<file path="config.mk">
export PLATFORM = sky130hd
export DESIGN_NAME = led_matrix_scanner
export DESIGN_NICKNAME = d
export VERILOG_FILES = /design/src/rtl/led_matrix_scanner.sv
export SDC_FILE = /design/constraint.sdc
export NUM_CORES = 1
export LEC_CHECK = 0
export BUFFER_PORTS_ARGS = -buffer_cell sky130_fd_sc_hd__buf_2
export CORE_MARGIN = 1.5
export CORE_UTILIZATION = 25
export CTS_CLUSTER_DIAMETER = 40
export DETAILED_ROUTE_END_ITERATION = 6
export GPL_TIMING_DRIVEN = 0
export PLACE_DENSITY = 0.5
export SLEW_MARGIN = 20
export SYNTH_ARGS = -nofsm -noshare
export SYNTH_HDL_FRONTEND = slang
export SYNTH_SLANG_ARGS = --single-unit
</file>
<file path="constraint.sdc">
create_clock -name clk -period 3.3 [get_ports clk]
set_input_delay 0.66 -clock clk [delete_from_list [all_inputs] [get_ports clk]]
set_output_delay 0.66 -clock clk [all_outputs]
set_load 0.02 [all_outputs]
</file>
<file path="src/rtl/led_matrix_scanner.sv">
`timescale 1ns/1ps
// led_matrix_scanner
//   Row-multiplexes a 16x16 one-bit frame onto an LED panel with a column
//   shift register. For each row, 16 column bits are shifted out (column 15
//   first), then latched. The row is then lit for ROW_HOLD cycles. The input
//   matrix is snapshotted at the start of each frame, so a frame never tears.
//
//   Parameters
//     CLK_DIV   system clocks per sclk half-period (>= 1)
//     ROW_HOLD  system clocks each row is lit with oe_n low (>= 1)
//
//   Ports
//     clk         system clock; all logic runs on its rising edge
//     reset       asynchronous, active-low reset
//     matrix      pixel (x,y) = matrix[y*16+x]; 1 = lit
//     sclk        column shift clock; the panel samples sdata on its rising edge
//     sdata       column serial data
//     slatch      column storage latch strobe, active high
//     oe_n        panel output enable, active low
//     row         row select (index of the row being driven)
//     frame_done  one-cycle pulse after the hold of row 15 completes
module led_matrix_scanner #(
  parameter int CLK_DIV  = 2,
  parameter int ROW_HOLD = 100
) (
  input  logic         clk,
  input  logic         reset,
  input  logic [255:0] matrix,
  output logic         sclk,
  output logic         sdata,
  output logic         slatch,
  output logic         oe_n,
  output logic [3:0]   row,
  output logic         frame_done
);

  // One phase counter serves every timed state; it is sized for the longest
  // phase (one shifted bit or the row hold).
  localparam int SHIFT_LEN = 2 * CLK_DIV;
  localparam int CNT_MAX   = (SHIFT_LEN > ROW_HOLD) ? SHIFT_LEN : ROW_HOLD;
  localparam int CNT_W     = (CNT_MAX > 1) ? $clog2(CNT_MAX) : 1;

  localparam logic [CNT_W-1:0] SHIFT_LAST = CNT_W'(SHIFT_LEN - 1);
  localparam logic [CNT_W-1:0] SCLK_RISE  = CNT_W'(CLK_DIV);
  localparam logic [CNT_W-1:0] LATCH_LAST = CNT_W'(CLK_DIV - 1);
  localparam logic [CNT_W-1:0] HOLD_LAST  = CNT_W'(ROW_HOLD - 1);

  typedef enum logic [2:0] {IDLE, LOAD, SHIFT, LATCH, HOLD} state_t;

  state_t             state_reg, state_next;
  logic [CNT_W-1:0]   cnt_reg, cnt_next;
  logic [3:0]         bit_reg, bit_next;
  logic [3:0]         row_ptr_reg, row_ptr_next;
  logic [255:0]       frame_buf_reg, frame_buf_next;
  logic [15:0]        shreg_reg, shreg_next;

  logic               sclk_reg, sclk_next;
  logic               sdata_reg, sdata_next;
  logic               slatch_reg, slatch_next;
  logic               oe_n_reg, oe_n_next;
  logic [3:0]         row_reg, row_next;
  logic               frame_done_reg, frame_done_next;
  logic [3:0]         bit_idx;

  // Per-row view of the frame snapshot.
  logic [15:0] row_words [16];
  for (genvar gi = 0; gi < 16; gi++) begin : g_row_words
    assign row_words[gi] = frame_buf_reg[gi*16 +: 16];
  end

  // State and output registers.
  always_ff @(posedge clk or negedge reset) begin
    if (!reset) begin
      state_reg      <= IDLE;
      cnt_reg        <= '0;
      bit_reg        <= '0;
      row_ptr_reg    <= '0;
      frame_buf_reg  <= '0;
      shreg_reg      <= '0;
      sclk_reg       <= 1'b0;
      sdata_reg      <= 1'b0;
      slatch_reg     <= 1'b0;
      oe_n_reg       <= 1'b1;
      row_reg        <= '0;
      frame_done_reg <= 1'b0;
    end else begin
      state_reg      <= state_next;
      cnt_reg        <= cnt_next;
      bit_reg        <= bit_next;
      row_ptr_reg    <= row_ptr_next;
      frame_buf_reg  <= frame_buf_next;
      shreg_reg      <= shreg_next;
      sclk_reg       <= sclk_next;
      sdata_reg      <= sdata_next;
      slatch_reg     <= slatch_next;
      oe_n_reg       <= oe_n_next;
      row_reg        <= row_next;
      frame_done_reg <= frame_done_next;
    end
  end

  // Next-state, counters and datapath.
  always_comb begin
    state_next     = state_reg;
    cnt_next       = cnt_reg;
    bit_next       = bit_reg;
    row_ptr_next   = row_ptr_reg;
    frame_buf_next = frame_buf_reg;
    shreg_next     = shreg_reg;
    case (state_reg)
      IDLE: state_next = LOAD;
      LOAD: begin
        // Row 0 takes a fresh snapshot; later rows read the snapshot.
        if (row_ptr_reg == 4'd0) begin
          frame_buf_next = matrix;
          shreg_next     = matrix[15:0];
        end else begin
          shreg_next = row_words[row_ptr_reg];
        end
        cnt_next   = '0;
        bit_next   = '0;
        state_next = SHIFT;
      end
      SHIFT: begin
        if (cnt_reg == SHIFT_LAST) begin
          cnt_next = '0;
          if (bit_reg == 4'd15) begin
            bit_next   = '0;
            state_next = LATCH;
          end else begin
            bit_next = bit_reg + 4'd1;
          end
        end else begin
          cnt_next = cnt_reg + CNT_W'(1);
        end
      end
      LATCH: begin
        if (cnt_reg == LATCH_LAST) begin
          cnt_next   = '0;
          state_next = HOLD;
        end else begin
          cnt_next = cnt_reg + CNT_W'(1);
        end
      end
      HOLD: begin
        if (cnt_reg == HOLD_LAST) begin
          cnt_next     = '0;
          row_ptr_next = row_ptr_reg + 4'd1;
          state_next   = LOAD;
        end else begin
          cnt_next = cnt_reg + CNT_W'(1);
        end
      end
      default: state_next = IDLE;
    endcase
  end

  // Outputs are decoded from the upcoming state so the registered pins line
  // up cycle-for-cycle with the state they belong to.
  always_comb begin
    sclk_next       = 1'b0;
    sdata_next      = 1'b0;
    slatch_next     = 1'b0;
    oe_n_next       = 1'b1;
    row_next        = row_reg;
    frame_done_next = 1'b0;
    bit_idx         = 4'd15 - bit_next;
    case (state_next)
      SHIFT: begin
        sdata_next = shreg_next[bit_idx];
        sclk_next  = (cnt_next >= SCLK_RISE);
      end
      LATCH:   slatch_next = 1'b1;
      HOLD:    oe_n_next   = 1'b0;
      default: ;
    endcase
    if (state_reg == SHIFT && state_next == LATCH) begin
      row_next = row_ptr_reg;
    end
    if (state_reg == HOLD && state_next == LOAD && row_ptr_reg == 4'd15) begin
      frame_done_next = 1'b1;
    end
  end

  assign sclk       = sclk_reg;
  assign sdata      = sdata_reg;
  assign slatch     = slatch_reg;
  assign oe_n       = oe_n_reg;
  assign row        = row_reg;
  assign frame_done = frame_done_reg;

endmodule

</file>
Word-level counts from Yosys, hierarchy flattened

Cells that the tools add are included.

$lt $le $gt $ge: 3
Mux-type cells: 24
Add/subtract/negate cells: 4
Bitwise logic cells: 1
Reductions and logical operators: 7
Equal/unequal tests: 13

Operators with widths:

| operator                                                           | count |
|---|---|
| binary-select mux 16 bit (select 4 bit)                            | 1 |
| 2-to-1 mux 16 bit                                                  | 4 |
| one-hot mux 7 bit (4 select lines)                                 | 1 |
| 2-to-1 mux 7 bit                                                   | 3 |
| one-hot mux 3 bit (5 select lines)                                 | 1 |
| equality test 3 x 2 -> 1 bit (second input constant)               | 4 |
| 2-to-1 mux 3 bit                                                   | 4 |
| adder 4 x 1 -> 4 bit (second input constant)                       | 2 |
| equality test 4 bit (second input constant)                        | 2 |
| 2-to-1 mux 4 bit                                                   | 2 |
| one-hot mux 4 bit (2 select lines)                                 | 1 |
| adder 7 x 1 -> 7 bit (second input constant)                       | 1 |
| equality test 7 x 1 -> 1 bit (second input constant)               | 1 |
| equality test 7 x 2 -> 1 bit (second input constant)               | 1 |
| equality test 7 bit (second input constant)                        | 1 |
| greater-or-equal comparator 7 x 2 -> 1 bit (second input constant) | 1 |
| equality test 3 x 1 -> 1 bit (second input constant)               | 2 |
| equality test 3 bit (second input constant)                        | 2 |
| 2-to-1 mux 1 bit                                                   | 6 |
| greater-or-equal comparator 5 bit (second input constant)          | 1 |
| less-than comparator 4 x 5 -> 1 bit (second input constant)        | 1 |
| inverter 4 -> 5 bit                                                | 1 |
| binary-select mux 1 bit (select 4 bit)                             | 1 |
| zero test 4 bit                                                    | 1 |
| other kinds (4)                                                    | 7 |

Word-level logic and storage cells: 64
Register bits: 299
Output and inout bits: 9
Input bits: 258

Depth between registers and ports, before layout

Gate-level depths: netlist (run 1).

Depth in word-level cells: 9
Depth in mapped cells: 13
Gate-level depth less buffers: 9

Worst setup path before layout (run 1)

OpenSTA, ideal clock, no wires.

Path kind: flip-flop to flip-flop
From: register row_ptr_reg[0]
To: register frame_buf_reg[0]
Required time: 3175 ps
Setup time: 125 ps
Stages on the path, launching flop included: 12
Clock period less this slack: 3051 ps
Setup slack: 249 ps
Buffers on the path: 7
Arrival time: 2926 ps
Cell sequence: dfrtp_1 > buf_2 > buf_4 > buf_4 > inv_1 > ha_1 > and3_1 > clkbuf_1 > clkbuf_1 > clkbuf_1 > clkbuf_1 > mux2_2

Word-level cells in the longest chain between the ends: 2

RTL lines:

| item                          | RTL line | text |
|---|---|---|
| start, declared               | 53       | `logic [3:0] row_ptr_reg, row_ptr_next;` |
| start signal, assigned        | 90       | `row_ptr_reg <= row_ptr_next;` |
| zero test 4 bit               | 114      | `if (row_ptr_reg == 4'd0) begin` |
| AND reduction 2 bit (no line) | --       |  |
| end signal, assigned          | 91       | `frame_buf_reg <= frame_buf_next;` |
| end, declared                 | 54       | `logic [255:0] frame_buf_reg, frame_buf_next;` |

No other way between the ends.
A chain may end at the register's enable or synchronous reset.

Worst setup path after layout (run 1)

From: register row_ptr_reg[0]
To: register sdata_reg (netlist: sdata)

Word-level cells in the longest chain between the ends: 9
Elaborated cells on any way between the ends: 10
Those cells by class: mux: 8; bitwise: 1; reduce/logical: 1

RTL lines:

| item                                                 | RTL line | text |
|---|---|---|
| inverter 4 -> 5 bit (implied by the code)            | 118      | `shreg_next = row_words[row_ptr_reg];` |
| binary-select mux 16 bit (select 4 bit)              | 118      |  |
| 2-to-1 mux 16 bit (implied by the code) (2 in a row) | 118      |  |
| 2-to-1 mux 16 bit *                                  | 114      |  |
| 2-to-1 mux 16 bit *                                  | 110      | `case (state_reg)` |
| binary-select mux 1 bit (select 4 bit) *             | 170      | `sdata_next = shreg_next[bit_idx];` |
| 2-to-1 mux 1 bit (implied by the code) *             | 170      |  |
| 2-to-1 mux 1 bit *                                   | 168      | `case (state_next)` |
| via sdata_next                                       | 58       | `logic sdata_reg, sdata_next;` |
| end signal, assigned                                 | 94       | `sdata_reg <= sdata_next;` |
| end, declared                                        | 58       |  |

The timed path passes the listed nets; every way through them passes the cells marked *. The select of a mux whose other input is x is not followed.

==> results of run 1 <==
==> synth_stat cells, types with 4 or more instances <==
library cell               number  share of area (%)
sky130_fd_sc_hd__xor2_1         4               0.26
sky130_fd_sc_hd__clkbuf_1      45                1.2
sky130_fd_sc_hd__nand2b_1       5               0.23
sky130_fd_sc_hd__ha_1           5               0.46
sky130_fd_sc_hd__and2_1         7               0.32
sky130_fd_sc_hd__mux4_2        44                7.2
sky130_fd_sc_hd__buf_1          6               0.16
sky130_fd_sc_hd__nor3b_1        4               0.22
sky130_fd_sc_hd__nand3_1       10               0.36
sky130_fd_sc_hd__xnor2_1        4               0.26
sky130_fd_sc_hd__a221oi_1       4               0.26
sky130_fd_sc_hd__mux2_2       261                 21
sky130_fd_sc_hd__inv_1         14               0.38
sky130_fd_sc_hd__nor2_1        24               0.66
sky130_fd_sc_hd__o22ai_1       21               0.96
sky130_fd_sc_hd__mux2i_1       48                3.5
sky130_fd_sc_hd__buf_2         10               0.36
sky130_fd_sc_hd__a22oi_1       11               0.60
sky130_fd_sc_hd__or2_2          5               0.23
sky130_fd_sc_hd__o21ai_0       12               0.44
sky130_fd_sc_hd__nand2_1       23               0.63
sky130_fd_sc_hd__o211ai_1       6               0.33
sky130_fd_sc_hd__dfrtp_1      298                 54
sky130_fd_sc_hd__nor3_1         5               0.18
sky130_fd_sc_hd__nand4_1        4               0.18
sky130_fd_sc_hd__a21oi_1       24               0.88
==> final timing paths <==
kind | startpoint | end | slack (ns) | depth (start not counted)
max in group asynchronous | reset | frame_buf_reg[242] | 1.43 | 4
worst min register to register | row[3] | row[3] | 0.49 | 2
worst min-delay path | matrix[150] | frame_buf_reg[150] | 0.27 | 2
worst max register to register | row_ptr_reg[0] | sdata | 0.08 | 12
min in group asynchronous | reset | frame_buf_reg[132] | 0.58 | 2
worst max-delay path | row_ptr_reg[0] | sdata | 0.08 | 12
==> report_power, final <==
| part | switching [W] | internal (W) | total, W |
|---|---|---|---|
| combinational | 0.000229 | 0.000292 | 0.000520 |
| sequential | 0.0000842 | 0.00384 | 0.00393 |
| clock | 0.00220 | 0.00404 | 0.00624 |
==> per-stage QoR <==
step	setup TNS, ns	worst slack (ns)	util, %	cell area, um^2
CTS	0	0.005623	33.87	18300
global route	-6.760	-0.09428	33.91	18320
detailed placement	-380.73	-1.613	29.64	16010
finish	0	0.07775	33.95	18340
global placement	-1688.39	-4.475	29.46	15920
floorplan	0	0.2494	-	13710
==> routing by layer <==
layer	global-route usage, %	wire, um	vias to the layer above	share of wire, %
met1	21.95	20750	5008	42
met4	5.597	1455	26	3.0
met5	0	165	-	0.34
li1	-	-	4301	-
met2	28.93	23310	273	48
met3	5.632	3332	100	6.8
==> critical path: stages (launching register included) <==
cell	delay, ns
sky130_fd_sc_hd__dfrtp_1	0.37
sky130_fd_sc_hd__buf_8	0.20
sky130_fd_sc_hd__buf_12	0.19
sky130_fd_sc_hd__buf_8	0.20
sky130_fd_sc_hd__inv_1	0.17
sky130_fd_sc_hd__ha_4	0.25
sky130_fd_sc_hd__or2_2	0.30
sky130_fd_sc_hd__o221a_2	0.34
sky130_fd_sc_hd__a2111oi_4	0.40
sky130_fd_sc_hd__o2111ai_1	0.18
sky130_fd_sc_hd__o21ai_1	0.12
sky130_fd_sc_hd__a211oi_1	0.07
sky130_fd_sc_hd__nor4b_2	0.29
==> layout by cell type (no fill, tap or decap), types with 7 or more instances in the layout <==
| cell | count |
|---|---|
| sky130_fd_sc_hd__nand2_1 | 23 |
| sky130_fd_sc_hd__o22ai_1 | 21 |
| sky130_fd_sc_hd__bufinv_16 | 8 |
| sky130_fd_sc_hd__dfrtp_1 | 298 |
| sky130_fd_sc_hd__buf_2 | 269 |
| sky130_fd_sc_hd__inv_6 | 8 |
| sky130_fd_sc_hd__diode_2 | 11 |
| sky130_fd_sc_hd__o21ai_0 | 9 |
| sky130_fd_sc_hd__and2_1 | 7 |
| sky130_fd_sc_hd__nor2_1 | 24 |
| sky130_fd_sc_hd__mux2_2 | 261 |
| sky130_fd_sc_hd__buf_4 | 18 |
| sky130_fd_sc_hd__inv_1 | 14 |
| sky130_fd_sc_hd__a21oi_1 | 24 |
| sky130_fd_sc_hd__clkbuf_8 | 7 |
| sky130_fd_sc_hd__clkinv_4 | 9 |
| sky130_fd_sc_hd__clkbuf_1 | 19 |
| sky130_fd_sc_hd__a22oi_1 | 11 |
| sky130_fd_sc_hd__nand3_1 | 10 |
| sky130_fd_sc_hd__mux4_2 | 44 |
| sky130_fd_sc_hd__clkbuf_4 | 14 |
| sky130_fd_sc_hd__clkbuf_16 | 58 |
| sky130_fd_sc_hd__mux2i_1 | 48 |
==> what timing repair did <==
item,in CTS,in global routing
cloned,0,0
resized for setup,87,19
hold buffers,1,0
setup buffers,0,1
endpoints found under the hold margin,41,0
pin swaps,0,2
setup endpoints to repair,276,224
==> layout make-up <==
class                           count  share of cell area (%)
Multi-Input combinational cell    585                   32.51
Clock inverter                     40                   2.879
Tap cell                          696                   4.748
Buffer                             63                   2.292
Sequential cell                   299                   40.80
Timing Repair Buffer              271                   7.858
Inverter                           15                  0.3206
Antenna cell                       11                  0.1501
Clock buffer                       68                   8.445
==> cell families after synthesis <==
| group | share of synthesized area [%] |
|---|---|
| muxes | 32.16 |
| DFF | 54.57 |
| AOI/OAI and AO/OA | 5.967 |
| and+or+nand+nor | 4.042 |
| buffers and inverters | 2.299 |
| xor gates and xnor gates | 0.5108 |
| adders and majority gates | 0.4562 |
==> flow_summary.json, run 1 <==
{
  "finalSetupViolCount": 0,
  "synth_enable_flop_cells": 0,
  "ctsRootBufferMaster": "sky130_fd_sc_hd__clkbuf_16",
  "dieWidth_um": 237.2,
  "global_route.overflow_total": 0,
  "cp-start-kind": "flip-flop",
  "clkSlewWorstSetupHoldPaths_ns": 0.06,
  "route.detailed.vias_per_inst": 4.740,
  "fin_crit_ns": 3.222,
  "floorplan.io_pins": 267,
  "grt_pass1_wl_um": 71610,
  "final_net_count": 1556,
  "crit_fanout": 10,
  "cts_inserted_buffers": 58,
  "count_of_yosys_warnings_during_synthesis": 0,
  "port_bufs": 266,
  "ff_latch_area_um2": 7483,
  "path_class": "reg -> reg",
  "synth.cell_area_um2": 13710,
  "number_of_global_route_vias_before_repair": 10550,
  "synth.distinct_cells": 64,
  "placed_cells": 1927,
  "drv.max_cap_violation_count": 0,
  "syn-mean-instance-area_um2": 14.26,
  "dieArea_um2": 56270,
  "final_hold_viol_count": 0,
  "arrival_time_reported_for_the_critical_path_endpoint_ns": 3.73,
  "gp_congestion": 0.8612,
  "final_min_period_over_clock_period_pct": 97.64,
  "count_of_state_elements_after_synthesis": 299,
  "data_required_critical_path_ns": 3.80,
  "instances_no_fill": 2048,
  "tritoncts_num_sinks": 299,
  "n_fill_cell": 5395,
  "design.core.area_um2": 54030,
  "rows": 85,
  "timing.hold.worst.class": "in -> reg",
  "start_util_pct": 25.38,
  "netlist_instances": 962,
  "ir_drop_v": 0.0003474,
  "drt_first_iter_violations": 554,
  "setup.worst_path.end_class": "flip-flop",
  "layout_area_growth_over_synthesis_pct": 33.75,
  "clock_latency_ns": 0.62,
  "place_hpwl_um": 36920,
  "grt_start_max_net_pins": 88,
  "total_power_w": 0.01069,
  "leakage_nw": 7.709,
  "num_vias": 9708,
  "hold_slack_ns": 0.2745,
  "largest_register_ffs": 256,
  "h-tree-depth": 2,
  "outcome": "finished, final reports clean",
  "synthesis.nets": 1225,
  "slew_viol_final": 0,
  "antenna_found_initial": 24,
  "total_wirelength_of_the_detailed_routed_design_um": 49010,
  "antenna_left": 0,
  "power.density_cell_area_nw_per_um2": 582.9,
  "max_freq_ghz": 0.3103,
  "routedWlPerCell_um": 23.93,
  "relSlewSlack_pct": 43.91,
  "postSynth.asyncResetShare_pct": 100.0,
  "die_height_um": 237.2,
  "grt_usage_pct": 17.61,
  "worst_pin_slew_ns": 0.8336,
  "drive_above_1_share_pct": 55.93,
  "top_flip_flop_cell_by_instance_count_after_synthesis": "sky130_fd_sc_hd__dfrtp_1",
  "drt_pass1_iterations": 5,
  "drc": 0,
  "clk_path_buf_depth": 3,
  "clock-skew-final_ns": 0.02171,
  "synth_seq_area_share_pct": 54.57,
  "tritoncts": "built",
  "grt_setup_unrepaired": "yes",
  "area_of_combinational_cells_with_multiple_inputs_um2": 5963
}
Power figures use the tool's default switching activity.
==> run 2, diff against run 1 <==
--- a/config.mk
+++ b/config.mk
@@ -12,6 +12,7 @@
 export DETAILED_ROUTE_END_ITERATION = 6
 export GPL_TIMING_DRIVEN = 0
 export PLACE_DENSITY = 0.5
+export REMOVE_ABC_BUFFERS = 1
 export SLEW_MARGIN = 20
 export SYNTH_ARGS = -nofsm -noshare
 export SYNTH_HDL_FRONTEND = slang
==> run 2 against run 1 <==
Against the previous run: routed wire length shrank 17%; combinational power shrank 6.7%; count of clock-buffer cells in the layout grew 9.
==> flow_summary.json, run 2 (same netlist as run 1, synthesis figures left out) <==
{
  "grt_start_max_net_pins": 95,
  "final_worst_slack_ns": 0.1868,
  "floorplan.io_pins": 267,
  "finalSetupViolCount": 0,
  "path_class": "reg -> reg",
  "pre_cts_ws_ns": -1.168,
  "ir_drop_v": 0.0003063,
  "cp_slowest_stage_delay_ns": 0.50,
  "path_buf_inv": 2,
  "tritoncts_num_sinks": 299,
  "grt_setup_unrepaired": "no",
  "final_hold_viol_count": 0,
  "worst_path_max_delay_cell": "sky130_fd_sc_hd__or4_1",
  "final_cell_mix": "sky130_fd_sc_hd__dfrtp_1 (294), sky130_fd_sc_hd__buf_2 (265), sky130_fd_sc_hd__mux2_2 (261)",
  "postLayoutCoreUtil_pct": 34.49,
  "layout_area_growth_over_synthesis_pct": 35.88,
  "outcome": "finished, final reports clean",
  "port_bufs": 266,
  "clock-skew-final_ns": 0.01901,
  "dieArea_um2": 56270,
  "arrival_time_reported_for_the_critical_path_endpoint_ns": 3.54,
  "ff2ff_setup_slack_ns": 0.19,
  "cp-start-kind": "flip-flop",
  "drt_pass1_iterations": 4,
  "grt_pass1_wl_um": 61020,
  "ff_latch_area_um2": 7493,
  "gp_congestion": 0.7451,
  "final_min_period_over_clock_period_pct": 94.34,
  "data_required_critical_path_ns": 3.73,
  "leakage_nw": 7.769,
  "tritoncts": "built",
  "n_fill_cell": 5406,
  "drt_first_iter_violations": 412,
  "number_of_global_route_vias_before_repair": 10090,
  "routedWlPerCell_um": 20.07,
  "setup.worst_path.end_class": "flip-flop",
  "max_freq_ghz": 0.3212,
  "fin_crit_ns": 3.113,
  "power.density_cell_area_nw_per_um2": 598.1,
  "drc": 0,
  "drive_above_1_share_pct": 57.50,
  "slew_viol_final": 0,
  "clkSlewWorstSetupHoldPaths_ns": 0.05,
  "setup_total_negative_slack_ns": 0,
  "die_height_um": 237.2,
  "global_route.overflow_total": 0,
  "place_hpwl_um": 27320,
  "drv.max_cap_violation_count": 0,
  "largest_register_ffs": 256,
  "antenna_found_initial": 21,
  "num_vias": 9268,
  "relSlewSlack_pct": 51.49,
  "area_of_combinational_cells_with_multiple_inputs_um2": 6008,
  "cp_cell_sequence": "ha_1 > nor4b_4 > a41oi_2 > a221oi_4 > buf_4 > inv_4 > or4_1 > o21ai_1 > a211oi_1 > nor4b_2",
  "crit_fanout": 9,
  "design.core.area_um2": 54030,
  "ctsRootBufferMaster": "sky130_fd_sc_hd__clkbuf_16",
  "clock_latency_ns": 0.59,
  "rows": 85,
  "cts_inserted_buffers": 67,
  "clk_path_buf_depth": 3,
  "grt_usage_pct": 14.47,
  "layout.cells.most_common": "sky130_fd_sc_hd__dfrtp_1",
  "total_wirelength_of_the_detailed_routed_design_um": 40590,
  "critPathTopFamily": "simple AND/OR/NAND/NOR gates",
  "h-tree-depth": 3,
  "start_util_pct": 25.38,
  "timing.hold.worst.class": "in -> async",
  "dieWidth_um": 237.2,
  "antenna_left": 0,
  "final_net_count": 1530,
  "route.detailed.vias_per_inst": 4.584,
  "worst_pin_slew_ns": 0.7276
}
[run 2: changes by cell type in the layout (fill, tap and decap cells not counted), moves of 6 or more]
| cell | before | now |
|---|---|---|
| sky130_fd_sc_hd__buf_16 | 3 | 9 |
| sky130_fd_sc_hd__clkbuf_1 | 19 | 5 |
| sky130_fd_sc_hd__clkbuf_16 | 58 | 71 |
| sky130_fd_sc_hd__clkbuf_4 | 14 | 0 |
| sky130_fd_sc_hd__buf_4 | 18 | 12 |
[run 2: routing by layer]
metal  global-route usage (%)  vias up  wire (um)
met1                    17.76     4647      17490
met2                    23.14      216      19210
met4                    5.636       30       1217
met3                    5.237      110       2496
met5                        0        -        173
li1                         -     4265          -
[run 2: layout make-up]
class / count / share of cell area (%)
antenna: 6 / 0.08057
inverter: 15 / 0.3558
clock buffer: 77 / 9.527
clock inverter: 45 / 2.793
sequential: 299 / 40.21
timing repair buffer: 297 / 10.12
tap: 696 / 4.673
multi-input combinational: 587 / 32.24
[run 2: timing repair]
action | CTS | global route
cloned | 2 | 3
setup endpoints to repair | 243 | 1
endpoints found under the hold margin | 0 | 0
buffers inserted | 8 | 7
pin swaps | 4 | 4
hold buffers | 0 | 0
gates resized for setup | 10 | 8
[run 2: where the power goes]
part | internal [W] | switching (W) | total [W] | leakage, nW
Clock | 0.00441 | 0.00233 | 0.00674 | 1.11
Sequential | 0.00385 | 0.0000802 | 0.00393 | 3.50
Combinational | 0.000290 | 0.000195 | 0.000485 | 3.16
[run 2: worst register-to-register path: stages (launching register included)]
cell and delay [ns]:
sky130_fd_sc_hd__dfrtp_1 0.41, sky130_fd_sc_hd__ha_1 0.22, sky130_fd_sc_hd__nor4b_4 0.44, sky130_fd_sc_hd__a41oi_2 0.21, sky130_fd_sc_hd__a221oi_4 0.29, sky130_fd_sc_hd__buf_4 0.18, sky130_fd_sc_hd__inv_4 0.07, sky130_fd_sc_hd__or4_1 0.50
sky130_fd_sc_hd__o21ai_1 0.13, sky130_fd_sc_hd__a211oi_1 0.07, sky130_fd_sc_hd__nor4b_2 0.44
[run 2: path summary, 6_finish.rpt]
check,start,endpoint,depth (start not counted)
setup / recovery,cnt_reg[0],sdata,10
hold / removal,reset,frame_buf_reg[92],1
setup reg to reg,cnt_reg[0],sdata,10
hold reg to reg,row[2],row[2],2
max in group asynchronous,reset,frame_buf_reg[151],2
min in group clk,matrix[98],frame_buf_reg[98],2
[run 2: per-stage QoR]
step / cells / total power [W] / hold WS, ns / area [um^2]
2_1_floorplan: 899 / 0.004172 / 0.3644 / 13460
3_3_place_gp: 1861 / 0.004450 / 0.4646 / 15660
3_5_place_dp: 1874 / 0.004484 / 0.4572 / 16010
4_1_cts: 2006 / 0.01136 / 0.07606 / 18430
5_1_grt: 2021 / 0.01162 / 0.09846 / 18630
6_report: 2022 / 0.01115 / 0.08276 / 18640
==> run 3, diff against run 2 <==
--- a/config.mk
+++ b/config.mk
@@ -12,6 +12,7 @@
 export DETAILED_ROUTE_END_ITERATION = 6
 export GPL_TIMING_DRIVEN = 0
 export PLACE_DENSITY = 0.5
+export RECOVER_POWER = 50
 export REMOVE_ABC_BUFFERS = 1
 export SLEW_MARGIN = 20
 export SYNTH_ARGS = -nofsm -noshare
==> run 3 against run 2 <==
Against the previous run: the flow now finishes with violations (max-capacitance violations, max-slew violations); global-route usage did not move; die area stayed put; first-iteration DRC count rose by 5.6%; cell count did not move; utilization decreased by 0.062 points; combinational power decreased by 0.8%; count of clock-buffer cells in the layout did not move; sequential power is essentially flat; clock power about the same; cell area shrank 0.18%; total power about the same; via count unchanged.
==> flow_summary.json, run 3 (same netlist as run 1, synthesis figures left out) <==
{
  "global_route.peak_usage_layer": "met2",
  "global_route.usage.met3_pct": 5.237,
  "clock_latency_ns": 0.59,
  "antenna_left": 0,
  "tritoncts": "built",
  "grt_pass1_wl_um": 61020,
  "number_of_global_route_vias_before_repair": 10090,
  "largest_register_ffs": 256,
  "n_fill_cell": 5406,
  "crit_fanout": 9,
  "ctsRootBufferMaster": "sky130_fd_sc_hd__clkbuf_16",
  "clkSlewWorstSetupHoldPaths_ns": 0.06,
  "setup.worst_path.end_class": "flip-flop",
  "clk_path_buf_depth": 3,
  "port_bufs": 266,
  "gp_congestion": 0.7451,
  "slew_viol_final": 74,
  "cp-start-kind": "flip-flop",
  "tritoncts_num_sinks": 299,
  "rows": 85,
  "leakage_nw": 7.748,
  "grt_start_max_net_pins": 95,
  "drc": 0,
  "final_min_period_over_clock_period_pct": 94.33,
  "power.density_cell_area_nw_per_um2": 598.9,
  "data_required_critical_path_ns": 3.73,
  "dieWidth_um": 237.2,
  "outcome": "finished with violations",
  "finalSetupViolCount": 0,
  "ir_drop_v": 0.0003063,
  "routedWlPerCell_um": 20.10,
  "global_route.overflow_total": 0,
  "relSlewSlack_pct": -36.41,
  "floorplan.io_pins": 267,
  "drv.max_cap_violation_count": 1,
  "die_height_um": 237.2,
  "place_hpwl_um": 27320,
  "max_freq_ghz": 0.3213,
  "design.core.area_um2": 54030,
  "final_net_count": 1530,
  "arrival_time_reported_for_the_critical_path_endpoint_ns": 3.54,
  "clock-skew-final_ns": 0.01929,
  "total_power_w": 0.01114,
  "num_vias": 9268,
  "dieArea_um2": 56270,
  "grt_usage_pct": 14.47,
  "drive_above_1_share_pct": 57.27,
  "antenna_found_initial": 21,
  "layout_area_growth_over_synthesis_pct": 35.64,
  "layout.cells.most_common": "sky130_fd_sc_hd__dfrtp_1",
  "setup_total_negative_slack_ns": 0,
  "route.detailed.vias_per_inst": 4.584,
  "h-tree-depth": 3,
  "drt_pass1_iterations": 5,
  "grt_setup_unrepaired": "no",
  "violated_checks": "max-capacitance violations, max-slew violations",
  "path_class": "reg -> reg",
  "drt_first_iter_violations": 435,
  "grt.met1_usage_pct": 17.76,
  "cts_inserted_buffers": 67,
  "timing.hold.worst.class": "in -> reg",
  "total_wirelength_of_the_detailed_routed_design_um": 40640,
  "worst_pin_slew_ns": 2.046,
  "final_hold_viol_count": 0,
  "fin_crit_ns": 3.113,
  "gr_met2_demand_resource_pct": 23.14,
  "start_util_pct": 25.38,
  "final_cell_mix": "sky130_fd_sc_hd__dfrtp_1 (294), sky130_fd_sc_hd__buf_2 (262), sky130_fd_sc_hd__mux2_2 (261)"
}
==> run 3: cell count changes in the layout (fill, tap and decap cells not counted) <==
cell                       previous run  this run
sky130_fd_sc_hd__buf_2              265       262
sky130_fd_sc_hd__clkbuf_1             5         8
sky130_fd_sc_hd__buf_16               9         8
sky130_fd_sc_hd__buf_8                1         0
sky130_fd_sc_hd__clkbuf_2             0         1
sky130_fd_sc_hd__clkbuf_4             0         1
==> run 3: area by class of cell <==
type | count | area, um^2 | area share [%]
inverter | 15 | 66.31 | 0.3565
multi-input combinational | 587 | 6008 | 32.30
antenna | 6 | 15.01 | 0.08072
clock buffer | 77 | 1775 | 9.545
timing repair buffer | 297 | 1852 | 9.955
sequential | 299 | 7493 | 40.28
clock inverter | 45 | 520.5 | 2.798
tap | 696 | 870.8 | 4.682
==> run 3: worst max-delay path, cell delays in order (launching register included) <==
cell	delay, ns
sky130_fd_sc_hd__dfrtp_1	0.41
sky130_fd_sc_hd__ha_1	0.22
sky130_fd_sc_hd__nor4b_4	0.44
sky130_fd_sc_hd__a41oi_2	0.21
sky130_fd_sc_hd__a221oi_4	0.29
sky130_fd_sc_hd__buf_4	0.18
sky130_fd_sc_hd__inv_4	0.07
sky130_fd_sc_hd__or4_1	0.50
sky130_fd_sc_hd__o21ai_1	0.13
sky130_fd_sc_hd__a211oi_1	0.07
sky130_fd_sc_hd__nor4b_2	0.44
==> run 3: power by group <==
part	leakage, nW	switching, W	internal (W)
sequential	3.50	0.0000804	0.00385
clock	1.11	0.00233	0.00441
combinational	3.14	0.000194	0.000287
==> run 3: worst paths after layout <==
kind	from	end	slack (ns)	depth (start not counted)
worst max-delay path	cnt_reg[0]	sdata	0.19	10
worst min-delay path	matrix[98]	frame_buf_reg[98]	0.30	2
worst max register to register	cnt_reg[0]	sdata	0.19	10
worst min register to register	row[2]	row[2]	0.46	2
max in group asynchronous	reset	frame_buf_reg[0]	0.77	2
min in group asynchronous	reset	frame_buf_reg[76]	0.68	1
==> run 3: layer usage <==
metal / routed length [um] / vias up / share of wire (%)
li1: - / 4264 / -
met1: 17580 / 4658 / 43
met2: 19200 / 206 / 47
met3: 2464 / 110 / 6.1
met4: 1217 / 30 / 3.0
met5: 173 / - / 0.43
==> run 3: stage by stage <==
stage	setup slack (ns)	cells	hold slack, ns	instance area, um^2	utilization (%)
6_report	0.1872	2022	0.2984	18600	34.43
3_3_place_gp	-13.69	1861	0.4646	15660	28.99
5_1_grt	0.02670	2021	0.2568	18600	34.43
3_5_place_dp	-1.168	1874	0.4572	16010	29.63
2_1_floorplan	-6.740	899	0.3644	13460	-
4_1_cts	0.01909	2006	0.07606	18430	34.12
==> run 3: repair_timing <==
action / 4_1_cts / 5_1_grt
hold buffers: 0 / 0
setup buffers: 8 / 7
pin swaps: 4 / 4
gates cloned: 2 / 3
gates resized for setup: 10 / 8
endpoints found under the setup margin: 243 / 1
